<file path="src/rtl/instr_decode_exec.sv">
// instr_decode_exec: two-stage decode/execute/write-back unit of the 8-bit teaching CPU.
//
// Stage 1 latches the fetched instruction into IR every cycle. There is no stall.
// Stage 2 decodes IR, reads two operands from an 8x8 register file and computes a
// MOV/ADD/SUB result. The register write, the flags and the result outputs all commit
// on the following edge. JMP (opcode 11) is resolved by fetch, so here it is a bubble.
//
// Ports:
//   clk              rising-edge clock shared with fetch
//   reset            synchronous, active-high reset
//   Instruction_code [7:6] opcode, [5:3] rd, [2:0] rs
//   instr_valid      Instruction_code is valid this cycle (low inserts a bubble)
//   dbg_addr         debug register-file read address
//   dbg_data         combinational R[dbg_addr], committed state only
//   result           last written-back value (registered)
//   result_valid     one-cycle pulse following each write-back edge
//   wb_addr          destination register of the last write-back (registered)
//   zero_flag        registered Z
//   carry_flag       registered C (carry for ADD, borrow for SUB)
module instr_decode_exec #(
  parameter int unsigned REG_COUNT = 8,
  parameter int unsigned DATA_W    = 8
) (
  input  logic              clk,
  input  logic              reset,
  input  logic [7:0]        Instruction_code,
  input  logic              instr_valid,
  input  logic [2:0]        dbg_addr,
  output logic [DATA_W-1:0] dbg_data,
  output logic [DATA_W-1:0] result,
  output logic              result_valid,
  output logic [2:0]        wb_addr,
  output logic              zero_flag,
  output logic              carry_flag
);

  typedef enum logic [1:0] {
    OpMov = 2'b00,
    OpAdd = 2'b01,
    OpSub = 2'b10,
    OpJmp = 2'b11
  } opcode_e;

  // Pipeline and architectural state
  logic [7:0]        ir_q;
  logic              ir_valid_q;
  logic [DATA_W-1:0] rf_q [REG_COUNT];
  logic [DATA_W-1:0] result_q;
  logic [2:0]        wb_addr_q;
  logic              result_valid_q;
  logic              zero_q;
  logic              carry_q;

  // Decode fields
  opcode_e           op;
  logic [2:0]        rd;
  logic [2:0]        rs;
  logic [DATA_W-1:0] op_a;
  logic [DATA_W-1:0] op_b;

  // Execute results
  logic [DATA_W:0]   sum;
  logic [DATA_W:0]   diff;
  logic              wr_en;
  logic [DATA_W-1:0] wr_data_d;
  logic              zero_d;
  logic              carry_d;

  assign op   = opcode_e'(ir_q[7:6]);
  assign rd   = ir_q[5:3];
  assign rs   = ir_q[2:0];
  assign op_a = rf_q[rd];
  assign op_b = rf_q[rs];

  // Both operands are zero-extended by one bit. The top bit of the sum is the carry-out.
  // The top bit of the difference is set exactly when op_a < op_b, so it is the borrow.
  assign sum  = {1'b0, op_a} + {1'b0, op_b};
  assign diff = {1'b0, op_a} - {1'b0, op_b};

  always_comb begin
    wr_en     = 1'b0;
    wr_data_d = op_b;
    zero_d    = zero_q;
    carry_d   = carry_q;
    if (ir_valid_q) begin
      unique case (op)
        OpMov: begin
          wr_en     = 1'b1;
          wr_data_d = op_b;
          zero_d    = (op_b == '0);
        end
        OpAdd: begin
          wr_en     = 1'b1;
          wr_data_d = sum[DATA_W-1:0];
          zero_d    = (sum[DATA_W-1:0] == '0);
          carry_d   = sum[DATA_W];
        end
        OpSub: begin
          wr_en     = 1'b1;
          wr_data_d = diff[DATA_W-1:0];
          zero_d    = (diff[DATA_W-1:0] == '0);
          carry_d   = diff[DATA_W];
        end
        OpJmp: begin
          // Resolved by fetch. Nothing is written here.
        end
      endcase
    end
  end

  always_ff @(posedge clk) begin
    if (reset) begin
      ir_q           <= 8'h00;
      ir_valid_q     <= 1'b0;
      result_q       <= '0;
      wb_addr_q      <= 3'd0;
      result_valid_q <= 1'b0;
      zero_q         <= 1'b0;
      carry_q        <= 1'b0;
      for (int unsigned i = 0; i < REG_COUNT; i++) begin
        rf_q[i] <= DATA_W'(i);
      end
    end else begin
      ir_q           <= Instruction_code;
      ir_valid_q     <= instr_valid;
      result_valid_q <= wr_en;
      zero_q         <= zero_d;
      carry_q        <= carry_d;
      if (wr_en) begin
        rf_q[rd]  <= wr_data_d;
        result_q  <= wr_data_d;
        wb_addr_q <= rd;
      end
    end
  end

  // The debug port shows committed state only. A write pending in stage 2 is not forwarded.
  assign dbg_data     = rf_q[dbg_addr];
  assign result       = result_q;
  assign result_valid = result_valid_q;
  assign wb_addr      = wb_addr_q;
  assign zero_flag    = zero_q;
  assign carry_flag   = carry_q;

endmodule
</file>
<file path="config.mk">
export PLATFORM = sky130hd
export DESIGN_NAME = instr_decode_exec
export DESIGN_NICKNAME = d
export VERILOG_FILES = /design/src/rtl/instr_decode_exec.sv
export SDC_FILE = /design/constraint.sdc
export NUM_CORES = 1
export LEC_CHECK = 0
export BUFFER_PORTS_ARGS = -buffer_cell sky130_fd_sc_hd__buf_2
export CELL_PAD_IN_SITES_DETAIL_PLACEMENT = 0
export CELL_PAD_IN_SITES_GLOBAL_PLACEMENT = 2
export CORE_UTILIZATION = 45
export CTS_CLUSTER_DIAMETER = 120
export DETAILED_ROUTE_END_ITERATION = 8
export PLACE_DENSITY_LB_ADDON = 0.1
export SYNTH_ARGS = -nofsm -noshare
export SYNTH_HDL_FRONTEND = slang
export SYNTH_SLANG_ARGS = --single-unit
export TNS_END_PERCENT = 100
</file>
<file path="constraint.sdc">
create_clock -name clk -period 5.7 [get_ports clk]
set_input_delay 1.14 -clock clk [delete_from_list [all_inputs] [get_ports clk]]
set_output_delay 1.14 -clock clk [all_outputs]
set_load 0.05 [all_outputs]
</file>
==> results.yml <==
setup_path:
  crit_type: "flop to flop"
  critical_path.endpoint_type: "flop"
  timing.critical_path.from: "ir_q[5]$_SDFF_PP0_"
  worstReg2RegStart: "ir_q[5]$_SDFF_PP0_"
  crit_path_max_fanout: 16
  crit_arrival_ns: 4.56
  rr_worst_depth: 12
  startpoint_type: "flop"
  timing.critical_path.required_ns: 5.75
die:
  dieArea_sq_mm: 0.01329
  die_height_um: 115.3
  floorplan.initialDensity: 0.4593
  pin_count: 36
  floorplan.rows: 41
  placeableCoreArea_sq_mm: 0.01257
  die_w_um: 115.3
timing:
  timing_worst_slew_pin_value_ns: 1.330
  fin_ws_ns: 1.191
  period_needed_ns: 4.509
  report.final.hold_viol_count: 0
  rsz0062_at_grt: "false"
  drv_slew: 0
  slew-limit-headroom: 0.1056
  period_share: 0.7910
  timing.clock.skew_ns: 0.007090
  setup_total_negative_slack_ns: 0
  setup_violations: 0
  max_freq_ghz: 0.2218
logic_synthesis:
  yosysWarningCount: 0
  synth_enable_flop_cells: 64
  synth.top_cell.area_share: 0.3329
  syn-mean-instance-area_sq_um: 11.19
  ys.flop_type: "sky130_fd_sc_hd__edfxtp_1"
  synth_seq_area_share: 0.4127
  async_flop_share: 0
  synth.net_count: 551
  synth_cell_type_count: 62
  postSynthRegisterBits: 87
  yosys.area.top_type: "sky130_fd_sc_hd__edfxtp_1"
  synthTopCellsByArea: "sky130_fd_sc_hd__edfxtp_1 (33%), sky130_fd_sc_hd__mux4_2 (16%), sky130_fd_sc_hd__dfxtp_1 (8.0%)"
  synthesis.instances: 516
  synth_area_sq_mm: 0.005773
routing:
  first_pass_iters: 5
  drt_drc_violations_left: 0
  vias_per_cell: 6.166
  route.vias.total: 4384
  routed_wire_length_per_instance_um: 23.16
  drtAntennaViolNets: 0
  dr.first_iter.drc_count: 388
  postRouteWirelength_um: 16470
cells_and_area:
  ratio_of_cells_with_drive_above_1_in_the_final_layout: 0.2263
  antenna_cells_inserted: 0
  syn_to_final_growth_pct: 9.558
  layout.filler_cells: 1172
  layout.cells.most_common: "sky130_fd_sc_hd__nor2_1"
  most-common-layout-cells: "sky130_fd_sc_hd__nor2_1 (68), sky130_fd_sc_hd__edfxtp_1 (64), sky130_fd_sc_hd__mux4_2 (40), sky130_fd_sc_hd__nand2_1 (39), sky130_fd_sc_hd__buf_2 (35)"
  number_of_nets_in_the_layout: 569
  finalInstanceArea_sq_mm: 0.006325
global_routing:
  grtUsageMet3: 0.03848
  global_route.usage.met2: 0.4084
  initial_antenna_violation_count: 0
  grt_max_degree: 23
  first_global_vias: 4187
  global_route.overflow_total: 0
  grt_pass1_wl_um: 25340
  grt.busiest_layer: "met2"
  grtUsageMet1: 0.3829
  grtUsageTotal: 0.2679
run_status:
  run_status: "finished clean"
placed_design:
  io_buffer_count: 35
  preCtsSetupSlack_ns: 1.201
  routabilityCongestion: 0.8695
  dp_hpwl_um: 12480
  placedInstanceArea_sq_mm: 0.006051
clock_tree:
  cts_root_buf: "sky130_fd_sc_hd__clkbuf_16"
  clk_pin_slew_ns: 0.06
  worst_skew_pair_later_pin_latency_ns: 0.35
  clock_sink_count: 87
  ctsLongestPathBuffers: 2
  post-cts-setup-buffer-count: 0
  cts_tree: "built"
  cts_resized: 0
  postCtsHoldBufs: 0
  cts_buffers: 9
  clock_tree.htree_level_count: 3
flow_run:
  timing.max_cap.violations: 0
pwr:
  total_power_mw: 1.733
  p_sw_frac: 0.3247
  comb_power_share: 0.261
  p_sw_mw: 0.5626
  power_leakage_nw: 2.268
  seq_power_share: 0.423
  clockPowerShare: 0.316
  ir_worst_vdd_mv: 0.1761
  p_int_mw: 1.170
  power-per-cell-area_mw_per_mm2: 273.9
hold_path:
  holdCritPathClass: "flop to flop"
  min_path_cells: 2
  min_from: "result[5]$_SDFFE_PP0P_"
final timing paths:
check	end	slack (ns)
hold / removal	result[5]$_SDFFE_PP0P_	0.45
setup / recovery	rf_q[0][5]$_SDFFCE_PN0P_	1.19
setup reg to reg	rf_q[0][5]$_SDFFCE_PN0P_	1.19
hold reg to reg	result[5]$_SDFFE_PP0P_	0.45
per-stage QoR:
| stage | hold slack, ns | util | cells |
|---|---|---|---|
| 3_5_place_dp | 0.4480 | 0.4814 | 695 |
| 5_1_grt | 0.4678 | 0.5032 | 711 |
| 2_1_floorplan | 0.5692 | - | 516 |
| 3_3_place_gp | 0.4425 | 0.4814 | 695 |
| 4_1_cts | 0.4583 | 0.5032 | 711 |
| 6_report | 0.4537 | 0.5032 | 711 |
Yosys cell counts (all sizes together) (2+ instances only):
cell	n
buf	17
or4	5
nand2b	7
nand3	10
nor3b	8
nor2b	17
a221oi	6
nor4	4
o41ai	2
o31a	2
o21a	3
mux4	42
o31ai	2
a21o	5
and2	2
and3	4
ha	19
mux2i	8
a21oi	15
mux2	20
a31oi	3
nand2	39
fa	2
or3	4
a22oi	5
o311ai	2
edfxtp	64
a211oi	2
nand3b	6
nor3	11
clkbuf	17
inv	19
o22ai	2
xnor2	6
o21ai	18
a221o	3
nor4b	2
dfxtp	23
o211ai	8
o2111ai	2
nor2	68
flip-flops by register name, summed over array words and instances, names as in the netlist:
signal,flops
carry_flag,1
ir_q,8
ir_valid_q,1
result,8
result_valid,1
rf_q,64
wb_addr,3
zero_flag,1
per-layer routing:
layer | routed length (um) | part of all wire | up-vias
met1 | 7487 | 0.45 | 2173
met4 | 479 | 0.029 | 0
met5 | 0 | 0 | -
li1 | - | - | 2011
met3 | 913 | 0.055 | 31
met2 | 7584 | 0.46 | 169
cell type report:
class / instances / area (sq um) / area share
timing repair buffer: 41 / 220.2 / 0.03482
clock buffer: 10 / 229.0 / 0.03620
sequential: 87 / 2382 / 0.3767
multi-input combinational: 375 / 3158 / 0.4993
inverter: 20 / 75.07 / 0.01187
clock inverter: 6 / 45.04 / 0.007122
tap: 172 / 215.2 / 0.03403
power groups by stage:
stage / registers, mW / clock network, mW / logic, mW
5_1_grt: 0.737 / 0.579 / 0.490
3_5_place_dp: 0.747 / 0 / 0.447
4_1_cts: 0.733 / 0.555 / 0.449
3_3_place_gp: 0.745 / 0 / 0.449
6_report: 0.733 / 0.547 / 0.452
2_1_floorplan: 0.746 / 0 / 0.330
cells by family after synthesis:
family	synth area share
fa+ha+maj	0.04812
flops	0.4127
compound gates	0.1084
mux	0.2180
xor+xnor	0.01062
buf+inv	0.04031
simple gates	0.1619
critical path: stages (launching register included):
cell and delay [ns]:
sky130_fd_sc_hd__dfxtp_1 0.79, sky130_fd_sc_hd__buf_4 0.27, sky130_fd_sc_hd__nor2_1 0.09, sky130_fd_sc_hd__a221oi_1 0.29, sky130_fd_sc_hd__a21oi_1 0.07, sky130_fd_sc_hd__a311o_1 0.33, sky130_fd_sc_hd__ha_1 0.48, sky130_fd_sc_hd__inv_1 0.16
sky130_fd_sc_hd__a21o_1 0.18, sky130_fd_sc_hd__a22oi_1 0.21, sky130_fd_sc_hd__a21oi_1 0.13, sky130_fd_sc_hd__o31ai_1 1.09, sky130_fd_sc_hd__nor2_1 0.09
(Power assumes the default switching activity.)
